===== config.mk =====
export PLATFORM = sky130hd
export DESIGN_NAME = pipeline_debug_controller
export DESIGN_NICKNAME = d
export VERILOG_FILES = /design/src/rtl/pipeline_debug_controller.sv
export SDC_FILE = /design/constraint.sdc
export NUM_CORES = 1
export LEC_CHECK = 0
export ABC_AREA = 1
export ABC_CLOCK_PERIOD_IN_PS = 2900
export CELL_PAD_IN_SITES_DETAIL_PLACEMENT = 1
export CELL_PAD_IN_SITES_GLOBAL_PLACEMENT = 1
export CORE_MARGIN = 10
export CORE_UTILIZATION = 34
export CTS_BUF_LIST = sky130_fd_sc_hd__clkbuf_8 sky130_fd_sc_hd__clkbuf_16
export DETAILED_ROUTE_END_ITERATION = 7
export PLACE_DENSITY_LB_ADDON = 0.1
export SKIP_CTS_REPAIR_TIMING = 1
export SYNTH_ARGS = -nofsm -noshare
export SYNTH_HDL_FRONTEND = slang
export SYNTH_SLANG_ARGS = --single-unit
export TNS_END_PERCENT = 100

===== constraint.sdc =====
create_clock -name clk -period 2.9 [get_ports clk]
set_clock_uncertainty 0.15 [all_clocks]
set_input_delay 0.29 -clock clk [delete_from_list [all_inputs] [get_ports clk]]
set_output_delay 0.29 -clock clk [all_outputs]
set_load 0.05 [all_outputs]

===== src/rtl/pipeline_debug_controller.sv =====
// -----------------------------------------------------------------------------
// pipeline_debug_controller
//
// Purpose: sequences the 5-stage MIPS pipeline for debug (continuous run,
// single step, halt) from UART command bytes. After every stop it takes over
// the pipeline debug read port and streams a snapshot, MSB-first, 4 bytes per
// word: cycle count, REG_COUNT registers, then MEM_DUMP_WORDS memory words.
//
// Ports:
//   clk            in   system clock, rising edge
//   reset          in   asynchronous, active-high
//   cmd_valid      in   one-cycle strobe, command byte present
//   cmd_data[7:0]  in   'c' run, 's' step, 'h' halt; anything else ignored
//   halt_detected  in   HALT instruction in WB this cycle
//   pipe_en        out  pipeline advance enable
//   debugMode      out  selects the pipeline debug read path
//   DebugAddress   out  register index, or REG_COUNT+k for memory word k
//   dbg_data       in   read data, valid the cycle after DebugAddress
//   tx_valid       out  byte available to the transmitter
//   tx_data[7:0]   out  byte to transmit
//   tx_ready       in   transmitter accepts when tx_valid && tx_ready
//   cycle_count    out  enabled pipeline cycles, saturating
//   busy           out  high outside IDLE and DONE
// -----------------------------------------------------------------------------
module pipeline_debug_controller #(
    parameter int MEM_DUMP_WORDS = 32,
    parameter int REG_COUNT      = 32
) (
    input  logic        clk,
    input  logic        reset,
    input  logic        cmd_valid,
    input  logic [7:0]  cmd_data,
    input  logic        halt_detected,
    output logic        pipe_en,
    output logic        debugMode,
    output logic [31:0] DebugAddress,
    input  logic [31:0] dbg_data,
    output logic        tx_valid,
    output logic [7:0]  tx_data,
    input  logic        tx_ready,
    output logic [31:0] cycle_count,
    output logic        busy
);

    localparam int TOTAL_WORDS = 1 + REG_COUNT + MEM_DUMP_WORDS;
    localparam int IDX_W       = $clog2(TOTAL_WORDS);
    localparam logic [IDX_W-1:0] LAST_IDX = IDX_W'(TOTAL_WORDS - 1);

    localparam logic [7:0] CMD_RUN  = 8'h63;
    localparam logic [7:0] CMD_STEP = 8'h73;
    localparam logic [7:0] CMD_HALT = 8'h68;

    typedef enum logic [2:0] {
        IDLE      = 3'd0,
        RUN       = 3'd1,
        STEP      = 3'd2,
        DUMP_ADDR = 3'd3,
        DUMP_WAIT = 3'd4,
        DUMP_BYTE = 3'd5,
        DONE      = 3'd6
    } state_t;

    // Saturating increment: the counter sticks at all-ones.
    function automatic logic [31:0] sat_inc(input logic [31:0] v);
        if (v == 32'hFFFF_FFFF) begin
            sat_inc = v;
        end else begin
            sat_inc = v + 32'd1;
        end
    endfunction

    state_t            state_r, next_state_s;
    logic [31:0]       cycle_count_r, cycle_next_s;
    logic [31:0]       shift_r;
    logic [31:0]       dbg_addr_r;
    logic [IDX_W-1:0]  word_idx_r;
    logic [1:0]        byte_cnt_r;
    logic              end_flag_r;
    logic              pipe_en_r, debug_mode_r, tx_valid_r, busy_r;
    logic              pipe_en_next_s, debug_mode_next_s, tx_valid_next_s, busy_next_s;
    logic              accept_s, word_done_s, dump_entry_s;

    assign accept_s     = tx_valid_r & tx_ready;
    assign word_done_s  = accept_s & (byte_cnt_r == 2'd3);
    assign dump_entry_s = ((state_r == RUN) || (state_r == STEP)) && (next_state_s == DUMP_BYTE);
    assign cycle_next_s = pipe_en_r ? sat_inc(cycle_count_r) : cycle_count_r;

    assign pipe_en      = pipe_en_r;
    assign debugMode    = debug_mode_r;
    assign DebugAddress = dbg_addr_r;
    assign tx_valid     = tx_valid_r;
    assign tx_data      = shift_r[31:24];
    assign cycle_count  = cycle_count_r;
    assign busy         = busy_r;

    // State register.
    always_ff @(posedge clk or posedge reset) begin
        if (reset) begin
            state_r <= IDLE;
        end else begin
            state_r <= next_state_s;
        end
    end

    // Next-state logic; commands outside IDLE/RUN are dropped.
    always_comb begin
        next_state_s = state_r;
        case (state_r)
            IDLE: begin
                if (cmd_valid && (cmd_data == CMD_RUN)) begin
                    next_state_s = RUN;
                end else if (cmd_valid && (cmd_data == CMD_STEP)) begin
                    next_state_s = STEP;
                end else begin
                    next_state_s = IDLE;
                end
            end
            RUN: begin
                if (halt_detected || (cmd_valid && (cmd_data == CMD_HALT))) begin
                    next_state_s = DUMP_BYTE;
                end else begin
                    next_state_s = RUN;
                end
            end
            STEP:      next_state_s = DUMP_BYTE;
            DUMP_ADDR: next_state_s = DUMP_WAIT;
            DUMP_WAIT: next_state_s = DUMP_BYTE;
            DUMP_BYTE: begin
                if (word_done_s && (word_idx_r == LAST_IDX)) begin
                    next_state_s = end_flag_r ? DONE : IDLE;
                end else if (word_done_s) begin
                    next_state_s = DUMP_ADDR;
                end else begin
                    next_state_s = DUMP_BYTE;
                end
            end
            DONE:    next_state_s = DONE;
            default: next_state_s = IDLE;
        endcase
    end

    // Output decode from the upcoming state so the outputs can be registered
    // yet line up with the state they describe.
    always_comb begin
        pipe_en_next_s    = 1'b0;
        debug_mode_next_s = 1'b0;
        tx_valid_next_s   = 1'b0;
        busy_next_s       = 1'b0;
        case (next_state_s)
            RUN, STEP: begin
                pipe_en_next_s = 1'b1;
                busy_next_s    = 1'b1;
            end
            DUMP_ADDR, DUMP_WAIT: begin
                debug_mode_next_s = 1'b1;
                busy_next_s       = 1'b1;
            end
            DUMP_BYTE: begin
                debug_mode_next_s = 1'b1;
                tx_valid_next_s   = 1'b1;
                busy_next_s       = 1'b1;
            end
            default: begin
                pipe_en_next_s    = 1'b0;
                debug_mode_next_s = 1'b0;
                tx_valid_next_s   = 1'b0;
                busy_next_s       = 1'b0;
            end
        endcase
    end

    // Registered control outputs.
    always_ff @(posedge clk or posedge reset) begin
        if (reset) begin
            pipe_en_r    <= 1'b0;
            debug_mode_r <= 1'b0;
            tx_valid_r   <= 1'b0;
            busy_r       <= 1'b0;
        end else begin
            pipe_en_r    <= pipe_en_next_s;
            debug_mode_r <= debug_mode_next_s;
            tx_valid_r   <= tx_valid_next_s;
            busy_r       <= busy_next_s;
        end
    end

    // Cycle counter, snapshot shift register, word/byte counters, debug address.
    always_ff @(posedge clk or posedge reset) begin
        if (reset) begin
            cycle_count_r <= 32'd0;
            shift_r       <= 32'd0;
            dbg_addr_r    <= 32'd0;
            word_idx_r    <= '0;
            byte_cnt_r    <= 2'd0;
            end_flag_r    <= 1'b0;
        end else begin
            cycle_count_r <= cycle_next_s;

            // The snapshot must include the final enabled cycle, which is
            // being counted on this same edge.
            if (dump_entry_s) begin
                shift_r    <= cycle_next_s;
                word_idx_r <= '0;
                byte_cnt_r <= 2'd0;
                end_flag_r <= halt_detected;
            end else if (state_r == DUMP_WAIT) begin
                shift_r <= dbg_data;
            end else if ((state_r == DUMP_BYTE) && accept_s) begin
                shift_r    <= {shift_r[23:0], 8'h00};
                byte_cnt_r <= byte_cnt_r + 2'd1;
                if (word_done_s && (word_idx_r == LAST_IDX)) begin
                    word_idx_r <= '0;
                end else if (word_done_s) begin
                    word_idx_r <= word_idx_r + IDX_W'(1);
                end else begin
                    word_idx_r <= word_idx_r;
                end
            end else begin
                shift_r <= shift_r;
            end

            // Word index w>=1 reads address w-1, i.e. the index before increment.
            if ((state_r == DUMP_BYTE) && (next_state_s == DUMP_ADDR)) begin
                dbg_addr_r <= 32'(word_idx_r);
            end else if ((next_state_s == IDLE) || (next_state_s == DONE)) begin
                dbg_addr_r <= 32'd0;
            end else begin
                dbg_addr_r <= dbg_addr_r;
            end
        end
    end

endmodule


=== Word level (Yosys, flattened, before mapping) ===
Index checks and enable logic that the tools add are counted.

* Output and inout bits: 76
* Memories: 0
* Logic and storage cells: 83
* Latch bits: 0
* Register bits: 113
* Bits in read-only memories: 0
* Memory bits (writable): 0

* Bitwise gates (word level): 2
* Shifts and indexed selects: 0
* Muxes and demuxes: 26
* Add/sub/neg operators: 3
* Multipliers: 0
* Magnitude comparators: 0
* Div/mod/pow operators: 0
* Equal/unequal tests: 19
* Reduce and logical (&&, ||, !) cells: 22

{| class="wikitable"
|+ Operators with widths
! cell !! number
|-
| $mux W32 || 7
|-
| $mux W7 || 5
|-
| $add A32 B1 Y32 const B || 1
|-
| $eq A32 B32 Y1 const B || 1
|-
| $eq A8 B7 Y1 const B || 3
|-
| $eq A3 B3 Y1 const B || 6
|-
| $pmux W3 S6 || 1
|-
| $eq A3 B2 Y1 const B || 4
|-
| $mux W3 || 4
|-
| $mux W2 || 5
|-
| $add A7 B1 Y7 const B || 1
|-
| $eq A7 B7 Y1 const B || 1
|-
| $logic_and A1 B1 Y1 || 7
|-
| $eq A3 B1 Y1 const B || 2
|-
| $logic_not A3 Y1 || 2
|-
| $reduce_bool A3 Y1 || 2
|-
| $reduce_or A5 Y1 || 1
|-
| $mux W1 || 4
|-
| $reduce_bool A2 Y1 || 2
|-
| $reduce_or A2 Y1 || 2
|-
| $logic_or A1 B1 Y1 || 3
|-
| $reduce_and A3 Y1 || 1
|-
| $reduce_or A3 Y1 || 1
|-
| $add A2 B1 Y2 const B || 1
|-
| 4 further kinds || 5
|}

=== Depth between registers and ports, before layout ===
* Depth in word-level cells: 9
* Mapped depth: 16
* Gate-level depth less buffers: 15

=== Worst setup path after synthesis ===
No wires, ideal clock.

* Kind: register -> register
* Start: register cycle_count_r[0], in the netlist cycle_count[0]
* End: register shift_r[5]
* Arrival: 2.176 ns
* Slack: 0.510 ns
* Stages on the path, launching flop included: 13
* Path buffers: 1
* Library setup time: 0.065 ns
* Cell sequence: dfrtp_1 -> ha_1 -> nand3_2 -> inv_1 -> nand2_1 -> nor2_1 -> nand2_2 -> buf_2 -> nand3_1 -> a21oi_1 -> nor2_1 -> a21oi_1 -> nand2_1

* Longest elaborated chain between the ends: 4
* Elaborated cells on any way between the ends: 5

{| class="wikitable"
|+ RTL lines
! what !! RTL line !! RTL
|-
| start, declared || 73 || <nowiki>logic [31:0] cycle_count_r, cycle_next_s;</nowiki>
|-
| start signal, assigned || 197 || <nowiki>cycle_count_r <= cycle_next_s;</nowiki>
|-
| $add A32 B1 Y32 or $eq A32 B32 Y1 (tied branches) || 68, 65 ||
|-
| $mux W32 (*) || 65 || <nowiki>if (v == 32'hFFFF_FFFF) begin</nowiki>
|-
| $mux W32 (*) || 86 || <nowiki>assign cycle_next_s = pipe_en_r ? sat_inc(cycle_count_r) : cycle_count_r;</nowiki>
|-
| $mux W32 (*) || 201 || <nowiki>if (dump_entry_s) begin</nowiki>
|-
| end signal, assigned || 202 || <nowiki>shift_r <= cycle_next_s;</nowiki>
|-
| end signal, assigned || 207 || <nowiki>shift_r <= dbg_data;</nowiki>
|-
| end signal, assigned || 209 || <nowiki>shift_r <= {shift_r[23:0], 8'h00};</nowiki>
|-
| end, declared || 74 || <nowiki>logic [31:0] shift_r;</nowiki>
|}

Mark *: on every way between the ends. The rest lies on a longest branch, timed or not.
A chain may end at the register's enable or synchronous reset.

=== Worst setup path after layout ===
* Start: register word_idx_r[0]
* End: register shift_r[3]

* Longest elaborated chain between the ends: 7
* Elaborated cells on any way between the ends: 8

{| class="wikitable"
|+ RTL lines
! what !! RTL line !! RTL
|-
| start, declared || 76 || <nowiki>logic [IDX_W-1:0] word_idx_r;</nowiki>
|-
| start signal, assigned || 214 || <nowiki>word_idx_r <= word_idx_r + IDX_W'(1);</nowiki>
|-
| start signal, assigned || 216 || <nowiki>word_idx_r <= word_idx_r;</nowiki>
|-
| $eq A7 B7 Y1 (*) || 129 || <nowiki>if (word_done_s && (word_idx_r == LAST_IDX)) begin</nowiki>
|-
| $logic_and A1 B1 Y1 (*) || 129 ||
|-
| $mux W3 (*) || 129 ||
|-
| $pmux W3 S6 (*) || 108 || <nowiki>case (state_r)</nowiki>
|-
| $eq A3 B3 Y1 (*) || 85 || <nowiki>assign dump_entry_s = ((state_r == RUN) || (state_r == STEP)) && (next_state_s == DUMP_BYTE);</nowiki>
|-
| $logic_and A1 B1 Y1 (*) || 85 ||
|-
| $reduce_bool A3 Y1 (no line) or $mux W32 (tied branches) || -- ||
|}

Marked as above.

==> summary.txt <==
Status
  – Status: finished clean

Clock network
  – CTS tree: built
  – CTS clk-pin slew, worst paths: 70 ps
  – CTS sink count: 88
  – H-tree depth: 3
  – Clk Tree Root Cell: clkbuf_16
  – CTS buffer count: 9
  – Clock tree buffer depth: 2
  – Skew-Pair Late Insertion Delay: 360 ps

Worst setup path
  – Crit path required time: 2990 ps
  – Crit path kind: reg -> reg
  – Worst setup EP type: flip-flop
  – Slowest-stage cell, CP: dfrtp_1
  – CP Cell Sequence: inv_1 -> ha_1 -> inv_1 -> nor2_1 -> nand3_1 -> nor2_2 -> nor2_1 -> nor2_2 -> nor2_4 -> nand3_4 -> buf_4 -> nor2_1 -> a21oi_1 -> nand2_1
  – Reg2reg end: shift_r[3]
  – Highest cell delay on the worst timing path: 400 ps
  – Worst R2R Path Depth: 14
  – Worst EP arrival: 2610 ps
  – Crit path max fanout: 35
  – Cell family with most CP delay: simple AND/OR/NAND/NOR gates
  – Worst R2R Setup Slack: 380 ps
  – Most used cell, CP: nor2_1
  – Worst r2r src: word_idx_r[0]
  – Buf+Inv Stages, Crit Path: 3
  – Startpoint Class: flip-flop

Synth
  – Cell area after synthesis: 0.00575 mm2
  – Synth Area in XOR/XNOR: 0.0107
  – Syn Area/Cell: 6.44 um2
  – Largest family of logic cells by synthesized area: simple AND/OR/NAND/NOR gates
  – #FFs+latches synth: 88
  – Seq/Total Area, Yosys: 0.383
  – Yosys synthesis warning count: 0
  – Mux cell area share after synthesis: 0
  – Post-Synth Adder-Cell Area: 0.00870
  – Synth async-reset ratio: 1.00
  – Post-Synth Simple-Gate Area: 0.427
  – Post-synth EDFFs: 0
  – Post-synth top flop: dfrtp_1
  – Compound-cell area share of the yosys netlist: 0.0476
  – Distinct cells, synth: 32
  – Syn Inst Count: about 890

Power
  – Max rail drop VDD: approximately 0.43 mV
  – Final Power: 6.17 mW
  – Leak Pwr: 3.65 nW
  – Cell area power density: 859 mW/mm2

Layout
  – Most frequent cells in the layout: nand2_1, nor2_1, clkdlybuf4s50_1
  – ANT cells: 0
  – Area grow syn2layout: 24.8%
  – Filler cells: 2,209
  – Finished Core Util: 0.433
  – Commonest non-fill, non-tap cell in the layout: nand2_1
  – Share of cells above drive strength 1: 0.0549
  – Fin nets: 1,027

Detailed routing
  – Iter 0 DRT Violations: 248
  – Drt first pass iters: 4
  – DR vias: ~5.6k
  – Routed vias/inst: 4.69
  – Routed WL: approximately 19,000 um
  – DRC viols: 0
  – Routed len/inst: 15.9 um
  – Routed Antenna Nets: 0

Timing
  – Tmin final: between 2000 and 3000 ps
  – Slew Limit Fails: 0
  – Setup TNS: 0 ps
  – Slew HR: 0.613
  – RSZ-0062 raised after global routing: no
  – Final critical-path share of the clock period: 0.869
  – Hold Vio Cnt, Final: 0
  – Worst hold slack: 170 ps
  – Slew @ Worst Pin: 577 ps
  – Final WS setup: ~380 ps
  – Max Freq: 0.397 GHz
  – Final setup violation count: 0

Placed design
  – Dpl hpwl: 14,900 um
  – PortBufs: 95
  – GP Congestion: 0.796
  – Pre-CTS setup slack: between 200 and 250 ps

Floorplanning
  – Total core area: 0.0166 mm2
  – Die Ht: 150 um
  – Row count: 47
  – Chip width: 150 um
  – Die area: 0.0225 mm2
  – Initial core utilization: 0.347
  – I/O pins: 121

Worst hold path
  – Hold crit path type: in -> async

Global route
  – First-pass GRT wire length: 31,300 um
  – Vias in the first global route: 6,089
  – Initial antenna violation count: 0
  – Total Routing Usage GR: 0.175
  – Remaining Overflow, GRT: 0
  – Largest net degree at the start of global routing: 36

Run
  – Maxcap violations: 0
==> sequential cells by signal, indices dropped and copies added, names as in the netlist <==
signal	cells
debugMode	1
shift_r	32
pipe_en	1
state_r	3
byte_cnt_r	2
DebugAddress	7
word_idx_r	7
tx_valid	1
busy	1
end_flag_r	1
cycle_count	32
==> area by class of cell <==
class	instances	area, um2	area share
Tap cell	220	275	0.0383
Sequential cell	88	2200	0.307
Clock buffer	11	253	0.0352
Multi-Input combinational cell	684	2940	0.409
Clock inverter	5	86.3	0.0120
Timing Repair Buffer	109	1100	0.154
Inverter	86	324	0.0451
==> synth_stat cells, types with 5 or more instances <==
master,count,area (um2)
a21oi_1,20,100
buf_2,8,40.0
buf_4,38,285
clkbuf_1,11,41.3
dfrtp_1,88,2200
inv_1,81,304
inv_2,5,18.8
nand2_1,409,1540
nand3_1,59,295
nand3b_1,13,97.6
nor2_1,96,360
o21ai_0,22,110
xor2_1,6,52.6
==> per-stage QoR <==
step                cells  area (um2)
floorplan             917        5840
global placement     1187        6840
detailed placement   1187        6840
CTS                  1203        7180
global route         1203        7180
finish               1203        7180
==> power breakdown <==
group          internal, mW  switching, mW
registers              1.55          0.233
clock network         0.811          0.539
logic                 0.932           2.11
==> kinds of logic after synthesis <==
family	count (synthesis)
buffers and inverters	145
adders and majority gates	4
AOI/OAI and AO/OA	51
and+or+nand+nor	597
xor gates and xnor gates	7
DFF	88
other	1
==> how the worst max path moves through the flow <==
stage | start | cells after the start | to
2_1_floorplan | reset | 1 | DebugAddress[0]
4_1_cts | word_idx_r[0] | 14 | shift_r[2]
5_1_grt | word_idx_r[0] | 14 | shift_r[3]
3_3_place_gp | tx_ready | 13 | shift_r[3]
3_5_place_dp | tx_ready | 13 | shift_r[2]
6_report | word_idx_r[0] | 14 | shift_r[3]
==> worst register-to-register path, delay by kind of cell (launching register included) <==
| kind | cells | cell delay, ps |
|---|---|---|
| buffers and inverters | 3 | 540 |
| adders and majority gates | 1 | 180 |
| and+or+nand+nor | 9 | 1000 |
| DFF | 1 | 400 |
| AOI/OAI and AO/OA | 1 | 140 |
==> layer usage <==
layer | global-route usage | share of wire | vias to the layer above
met5 | 0 | 0 | -
met4 | 0.0413 | 0.012 | 0
met3 | 0.0359 | 0.039 | 14
met2 | 0.312 | 0.50 | 78
met1 | 0.212 | 0.45 | 2701
li1 | - | - | 2848
No activity file was read; power rests on OpenSTA's default activity.
